## src/rtl/defs_pkg.sv

```systemverilog
// rtl/defs_pkg.sv - shared AXI definitions and read-arbiter types
package defs_pkg;

    localparam int unsigned AxiIdWidth = 4;

    localparam logic [1:0] FIXED = 2'b00;
    localparam logic [1:0] INCR  = 2'b01;
    localparam logic [1:0] WRAP  = 2'b10;

    localparam logic MstIfu = 1'b0;
    localparam logic MstLsu = 1'b1;

    typedef enum logic [1:0] {
        IDLE = 2'b00,
        ADDR = 2'b01,
        DATA = 2'b10
    } arb_state_t;

endpackage

```

## src/rtl/axi_rd_arbiter_rr.sv

```systemverilog
// rtl/axi_rd_arbiter_rr.sv - two-input combinational round-robin pick
module rr_arbiter2 (
    input  logic [1:0] req_i,
    input  logic       ptr_i,
    output logic       gnt_idx_o,
    output logic       gnt_valid_o
);

    always_comb begin
        gnt_valid_o = |req_i;
        if (req_i == 2'b11) begin
            gnt_idx_o = ptr_i;
        end else begin
            gnt_idx_o = req_i[1];
        end
    end

endmodule

```

## src/rtl/axi_rd_arbiter.sv

```systemverilog
// rtl/axi_rd_arbiter.sv - shares one AXI4 read port between IFU and LSU masters
module axi_rd_arbiter
    import defs_pkg::*;
#(
    parameter int unsigned NumMasters = 2,
    parameter int unsigned AxiIdWidth = defs_pkg::AxiIdWidth
) (
    input  logic                                  clk,
    input  logic                                  rst_n,

    input  logic [NumMasters-1:0]                 m_arvalid,
    output logic [NumMasters-1:0]                 m_arready,
    input  logic [NumMasters-1:0][AxiIdWidth-1:0] m_arid,
    input  logic [NumMasters-1:0][31:0]           m_araddr,
    input  logic [NumMasters-1:0][7:0]            m_arlen,
    input  logic [NumMasters-1:0][2:0]            m_arsize,
    input  logic [NumMasters-1:0][1:0]            m_arburst,

    output logic [NumMasters-1:0]                 m_rvalid,
    input  logic [NumMasters-1:0]                 m_rready,
    output logic [63:0]                           m_rdata,
    output logic [AxiIdWidth-1:0]                 m_rid,
    output logic [1:0]                            m_rresp,
    output logic                                  m_rlast,

    output logic                                  s_arvalid,
    input  logic                                  s_arready,
    output logic [AxiIdWidth-1:0]                 s_arid,
    output logic [31:0]                           s_araddr,
    output logic [7:0]                            s_arlen,
    output logic [2:0]                            s_arsize,
    output logic [1:0]                            s_arburst,

    input  logic                                  s_rvalid,
    output logic                                  s_rready,
    input  logic [AxiIdWidth-1:0]                 s_rid,
    input  logic [63:0]                           s_rdata,
    input  logic [1:0]                            s_rresp,
    input  logic                                  s_rlast,

    output logic                                  busy,
    output logic                                  grant,
    output logic                                  len_err
);

    arb_state_t state_q, state_d;
    logic       grant_q, grant_d;
    logic       rr_ptr_q, rr_ptr_d;
    logic [7:0] beat_cnt_q, beat_cnt_d;
    logic       len_err_q, len_err_d;

    logic       pick_idx;
    logic       pick_valid;
    logic       r_hs;

    rr_arbiter2 u_rr (
        .req_i       (m_arvalid[1:0]),
        .ptr_i       (rr_ptr_q),
        .gnt_idx_o   (pick_idx),
        .gnt_valid_o (pick_valid)
    );

    always_ff @(posedge clk or negedge rst_n) begin
        if (!rst_n) begin
            state_q    <= IDLE;
            grant_q    <= MstIfu;
            rr_ptr_q   <= MstIfu;
            beat_cnt_q <= 8'd0;
            len_err_q  <= 1'b0;
        end else begin
            state_q    <= state_d;
            grant_q    <= grant_d;
            rr_ptr_q   <= rr_ptr_d;
            beat_cnt_q <= beat_cnt_d;
            len_err_q  <= len_err_d;
        end
    end

    // Payload follows the registered owner; only the qualifiers are state-gated.
    assign s_arid    = m_arid[grant_q];
    assign s_araddr  = m_araddr[grant_q];
    assign s_arlen   = m_arlen[grant_q];
    assign s_arsize  = m_arsize[grant_q];
    assign s_arburst = m_arburst[grant_q];

    assign m_rdata = s_rdata;
    assign m_rid   = s_rid;
    assign m_rresp = s_rresp;
    assign m_rlast = s_rlast;

    assign r_hs = s_rvalid && s_rready;

    always_comb begin
        state_d    = state_q;
        grant_d    = grant_q;
        rr_ptr_d   = rr_ptr_q;
        beat_cnt_d = beat_cnt_q;
        len_err_d  = len_err_q;
        s_arvalid  = 1'b0;
        s_rready   = 1'b0;
        m_arready  = '0;
        m_rvalid   = '0;

        unique case (state_q)
            IDLE: begin
                if (pick_valid) begin
                    grant_d    = pick_idx;
                    beat_cnt_d = m_arlen[pick_idx];
                    state_d    = ADDR;
                end
            end
            ADDR: begin
                s_arvalid          = 1'b1;
                m_arready[grant_q] = s_arready;
                if (s_arready) begin
                    state_d = DATA;
                end
            end
            DATA: begin
                s_rready          = m_rready[grant_q];
                m_rvalid[grant_q] = s_rvalid;
                if (r_hs) begin
                    // Saturate so an overlong burst keeps flagging rather than wrapping.
                    if (beat_cnt_q != 8'd0) begin
                        beat_cnt_d = beat_cnt_q - 8'd1;
                    end
                    if (s_rlast) begin
                        state_d  = IDLE;
                        rr_ptr_d = ~grant_q;
                        if (beat_cnt_q != 8'd0) begin
                            len_err_d = 1'b1;
                        end
                    end else if (beat_cnt_q == 8'd0) begin
                        len_err_d = 1'b1;
                    end
                end
            end
            default: begin
                state_d = IDLE;
            end
        endcase
    end

    assign busy    = (state_q != IDLE);
    assign grant   = grant_q;
    assign len_err = len_err_q;

endmodule
```

## config.mk

```make
export PLATFORM = sky130hd
export DESIGN_NAME = axi_rd_arbiter
export DESIGN_NICKNAME = d
export VERILOG_FILES = /design/src/rtl/defs_pkg.sv /design/src/rtl/axi_rd_arbiter_rr.sv /design/src/rtl/axi_rd_arbiter.sv
export SDC_FILE = /design/constraint.sdc
export NUM_CORES = 1
export LEC_CHECK = 0
export BUFFER_PORTS_ARGS = -buffer_cell sky130_fd_sc_hd__buf_2
export CAP_MARGIN = 40
export CORE_AREA = 4 4 115 117
export CTS_CLUSTER_SIZE = 28
export DETAILED_ROUTE_END_ITERATION = 8
export DIE_AREA = 0 0 119 121
export PLACE_DENSITY = 0.5
export SYNTH_ARGS = -nofsm -noshare
export SYNTH_HDL_FRONTEND = slang
export SYNTH_SLANG_ARGS = --single-unit
```

## constraint.sdc

```tcl
create_clock -name clk -period 4.6 [get_ports clk]
set_input_delay 0.23 -clock clk [delete_from_list [all_inputs] [get_ports clk]]
set_output_delay 0.23 -clock clk [all_outputs]
set_load 0.02 [all_outputs]
```

==> results.md <==
Placed design:
- Once placement finished, the instance area stood at ~2500 µm².
- At the end of routability-driven placement, the weighted congestion stood at between 0.8 and 0.9.
- Counting tap cells, the placed design contains a total of roughly 490 instances.
- The number of port buffers is around 170.
- The half-perimeter wire length after detailed placement is 7.22 mm.

Logic synthesis:
- The unique cell type count in the Yosys netlist is 34.
- The total number of yosys warnings is 0.
- In this run, synthesis produced a sequential element count of 13.
- Yosys attributes the largest share of cell area to sky130_fd_sc_hd__mux2_2 30%, sky130_fd_sc_hd__buf_4 26%, sky130_fd_sc_hd__dfrtp_1 16%.
- The area share of the largest cell type after synthesis is ~30%.
- The mean area per synthesized cell is 8.89 µm².
- Counting every instance in the synthesized netlist gives 227.
- The post-synthesis instance area is ~2000 µm².
- The number of nets handed over by synthesis was between 400 and 500.
- Sequential cells were found to cover ~16% of the synthesized design area.
- sky130_fd_sc_hd__mux2_2 takes more of the synthesized area than any other cell.

Timing:
- The clock skew is 0.00202 ns.
- Setup violations remaining at the end of the flow were counted as 0.
- The post-route clock period utilization is roughly half.
- The total negative slack for setup checks is 0 ns.
- Hold timing on the final database bottoms out at a slack of slightly above 0.2 ns.
- Headroom to the max-slew limit came out at 60.3%.
- Setup repair after global routing left no endpoint under its margin.
- The count of final max-slew check failures is 0.
- Subtracting the final worst setup slack from the clock period gives approximately 2.2 ns.
- Derived from the worst setup path, the maximum achievable clock frequency is between 0.4 and 0.5 GHz.
- For the pin with the worst max-slew slack, the measured transition is a little under 0.6 ns.
- The number of failing hold endpoints at the final stage was 0.

CTS:
- The buffer count from post-CTS setup fixing is 0.
- Post-CTS repair changed the size of 0 cells.
- Clock tree synthesis inserted a total of 3 buffers.
- The maximum buffer depth of the clock tree is 2.
- Buffers inserted to repair hold after CTS numbered 1.
- Clock tree synthesis found a total of 13 sinks.
- The root buffer cell chosen for the clock tree is sky130_fd_sc_hd__clkbuf_16.
- The insertion delay of the later-clocked pin in the worst-skew pair is approximately 0.24 ns.
- After clock tree synthesis, the clock-pin slew on the worst setup and hold paths is 0.04 ns.
- The TritonCTS clock tree is done.
- In this run the number of H-tree levels came out at 1.

Floorplanning:
- The die is around 120 µm wide.
- The initial core utilization is 16.3%.
- The total area inside the core boundary comes to between 10000 and 15000 µm².
- The floorplan step set the die height to between 100 and 150 µm.
- During I/O placement, the number of pins put on the boundary was ~300.
- In this run the core area contains slightly above 40 standard-cell rows.
- The die area is 14400 µm².

Cells and area:
- Fill cells in the final layout number about 1300.
- Once layout is done, the placed cells without fillers occupy between 2000 and 3000 µm².
- The net count of the finished layout is about 500.
- The filler-free cell count of the finished design is 490.
- The number of antenna diodes in the final layout is 0.
- The area taken by flip-flops and latches is about 330 µm².
- The multi-input combinational cells in the finished layout cover a total of roughly 1100 µm².
- From synthesis to final layout, the design area changed by 27.3%.
- The share of cells above drive strength 1 is around 70%.

Run status:
- The flow ran to the end, and the final reports show no timing, DRC or antenna violations.

Drt:
- The wire length on met2 is between 3 and 4 mm.
- After detailed routing, the total wire length is just over 8 mm.
- The remaining antenna violation count after routing is 0.
- The number of search-and-repair iterations in the first detailed-routing pass is 4.
- The vias after detailed routing is roughly 2000.
- Summed over all nets, wire length on met3 after detailed routing comes to 944 µm.
- In the routed design, unresolved DRC markers number 0.
- Dividing the detail-routed wire length by the instance count gives 16.5 µm.
- Using the TritonRoute via totals, the vias-per-cell ratio works out to approximately 4.
- The post-route met1 wirelength is 3.09 mm.
- The number of DRC markers after the initial detailed-route iteration is between 40 and 50.
- Routed signal wires occupy layers up through met4.

GRT:
- The first global-routing pass estimated 11.5 mm of wire.
- After global routing the overflow that remains totals 0.
- The initial antenna violation count is 0.
- Global routing used 10.3% of the available tracks.
- The pin count of the biggest net entering global routing is 36.
- The via count of the first global-routing pass is approximately 1900.

Critical path:
- The dominant delay contributor by cell family on the critical path is flip-flops.
- For flop-to-flop paths, the worst setup slack is roughly 2.5 ns.
- Walking the worst path, the cells encountered are buf_4 -> mux2_2 -> buf_2.
- For this design, the slowest cell found on the critical path is sky130_fd_sc_hd__dfrtp_2.
- STA classifies the critical path endpoint as an output pin.
- The launching element type of the critical path is a register.
- The startpoint identified for the worst register-to-register timing path is grant.
- For the worst flop-to-flop path, the logic depth is 5.
- The class of the most critical setup path is reg -> out.
- The critical path buffer and inverter count is 2.
- The endpoint identified for the worst register-to-register timing path is beat_cnt_q[0].
- For the worst setup path, the data required time is between 4 and 5 ns.
- The worst path arrival time is 2.02 ns.
- The largest single stage delay on the critical path is approximately 0.70 ns.
- In this run the worst path has a maximum fanout of 35.

Hold path:
- The hold-critical path endpoint is state_q[0].
- The number of instances on the worst hold path is 2.
- The worst hold path startpoint is s_arready.
- The worst min-delay path category is in -> reg.

Power and ir drop:
- IR analysis of the VDD net gives a maximum drop of roughly 0.00011 V.
- In this run the power density over the cells is about 540 nW/µm².
- The leakage power is 0.00129 µW.
- Power comes to approximately 1400 µW.

Job:
- Across the run, the number of max-cap violations was 0.
==> state kept, by name (all words and copies together), names as in the netlist <==
signal      cells
beat_cnt_q      8
state_q         2
grant           1
len_err         1
rr_ptr_q        1
==> synth_stat cells (all sizes together) <==
library cell and instances:
a21o 1, buf 78, nor2b 1, nand2 6, mux2 54, xnor2 1
mux2i 4, nor2 14, ha 2, o21ai 14, a211o 1, nor3b 1
and3 4, a22oi 2, nand2b 1, nor3 6, dfrtp 13, clkbuf 2
o31a 1, a21oi 8, and2b 1, or4b 1, a21boi 1, a31oi 1
nand3 1, o22a 2, nor4 1, a211oi 1, inv 4
==> kinds of logic (layout without fill, tap and decap cells) <==
kind of cell,Yosys count,count (layout),synth area share (%)
buf+inv,84,175,29.9
xor+xnor,1,1,0.434
simple gates,37,37,10.0
flops,13,13,16.1
mux,58,58,32.1
compound gates,32,32,10.1
fa+ha+maj,2,2,1.24
==> per-layer routing <==
| layer | up-vias | GRT usage [%] |
|---|---|---|
| met5 | - | 0 |
| met4 | 0 | 2.24 |
| met3 | 6 | 4.94 |
| met2 | 134 | 17.8 |
| met1 | 910 | 11.5 |
| li1 | 902 | - |
==> metrics by stage <==
stage          setup WS (ns)  util, %
6_report                2.35     20.8
5_1_grt                 2.24     20.8
4_1_cts                 2.29     20.8
3_5_place_dp            2.48     20.0
3_3_place_gp            2.50     20.0
2_1_floorplan           2.93        -
==> layout make-up <==
| type | count | share of cell area (%) |
|---|---|---|
| Multi-Input combinational cell | 130 | 42.4 |
| Timing Repair Buffer | 167 | 32.8 |
| Sequential cell | 13 | 12.7 |
| Tap cell | 172 | 8.38 |
| Clock buffer | 4 | 3.07 |
| Inverter | 4 | 0.585 |
==> worst reg2reg max path: stages, from the launching register on <==
cell                       delay (ns)
sky130_fd_sc_hd__dfrtp_2         0.70
sky130_fd_sc_hd__mux2i_1         0.44
sky130_fd_sc_hd__nor3b_4         0.11
sky130_fd_sc_hd__a21boi_4        0.39
sky130_fd_sc_hd__nor3_1          0.08
sky130_fd_sc_hd__a211o_1         0.27
==> worst max path at each step <==
| stage | startpoint | endpoint | depth (start not counted) | slack (ns) |
|---|---|---|---|---|
| 2_1_floorplan | grant | s_araddr[0] | 3 | 2.93 |
| 3_3_place_gp | grant | beat_cnt_q[0] | 5 | 2.50 |
| 3_5_place_dp | grant | beat_cnt_q[0] | 5 | 2.48 |
| 4_1_cts | grant | s_arburst[1] | 3 | 2.29 |
| 5_1_grt | grant | s_arburst[1] | 3 | 2.24 |
| 6_report | grant | s_arburst[1] | 3 | 2.35 |
==> power breakdown <==
| part | switching (µW) | internal (µW) | leakage, µW |
|---|---|---|---|
| Combinational | 536 | 414 | 0.00110 |
| Clock | 46.1 | 117 | 0.0000382 |
| Sequential | 94.1 | 172 | 0.000154 |
==> cells in the final DEF (no fill, tap or decap), drive strengths merged, types with 2 or more instances in the layout <==
cell	count
and3	4
inv	4
o22a	2
a22oi	2
nor3	6
a21oi	8
buf	166
ha	2
mux2i	4
dfrtp	13
mux2	54
nand2	6
clkbuf	4
o21ai	14
nor2	14
Note: power is estimated with default switching activity, not from simulation.
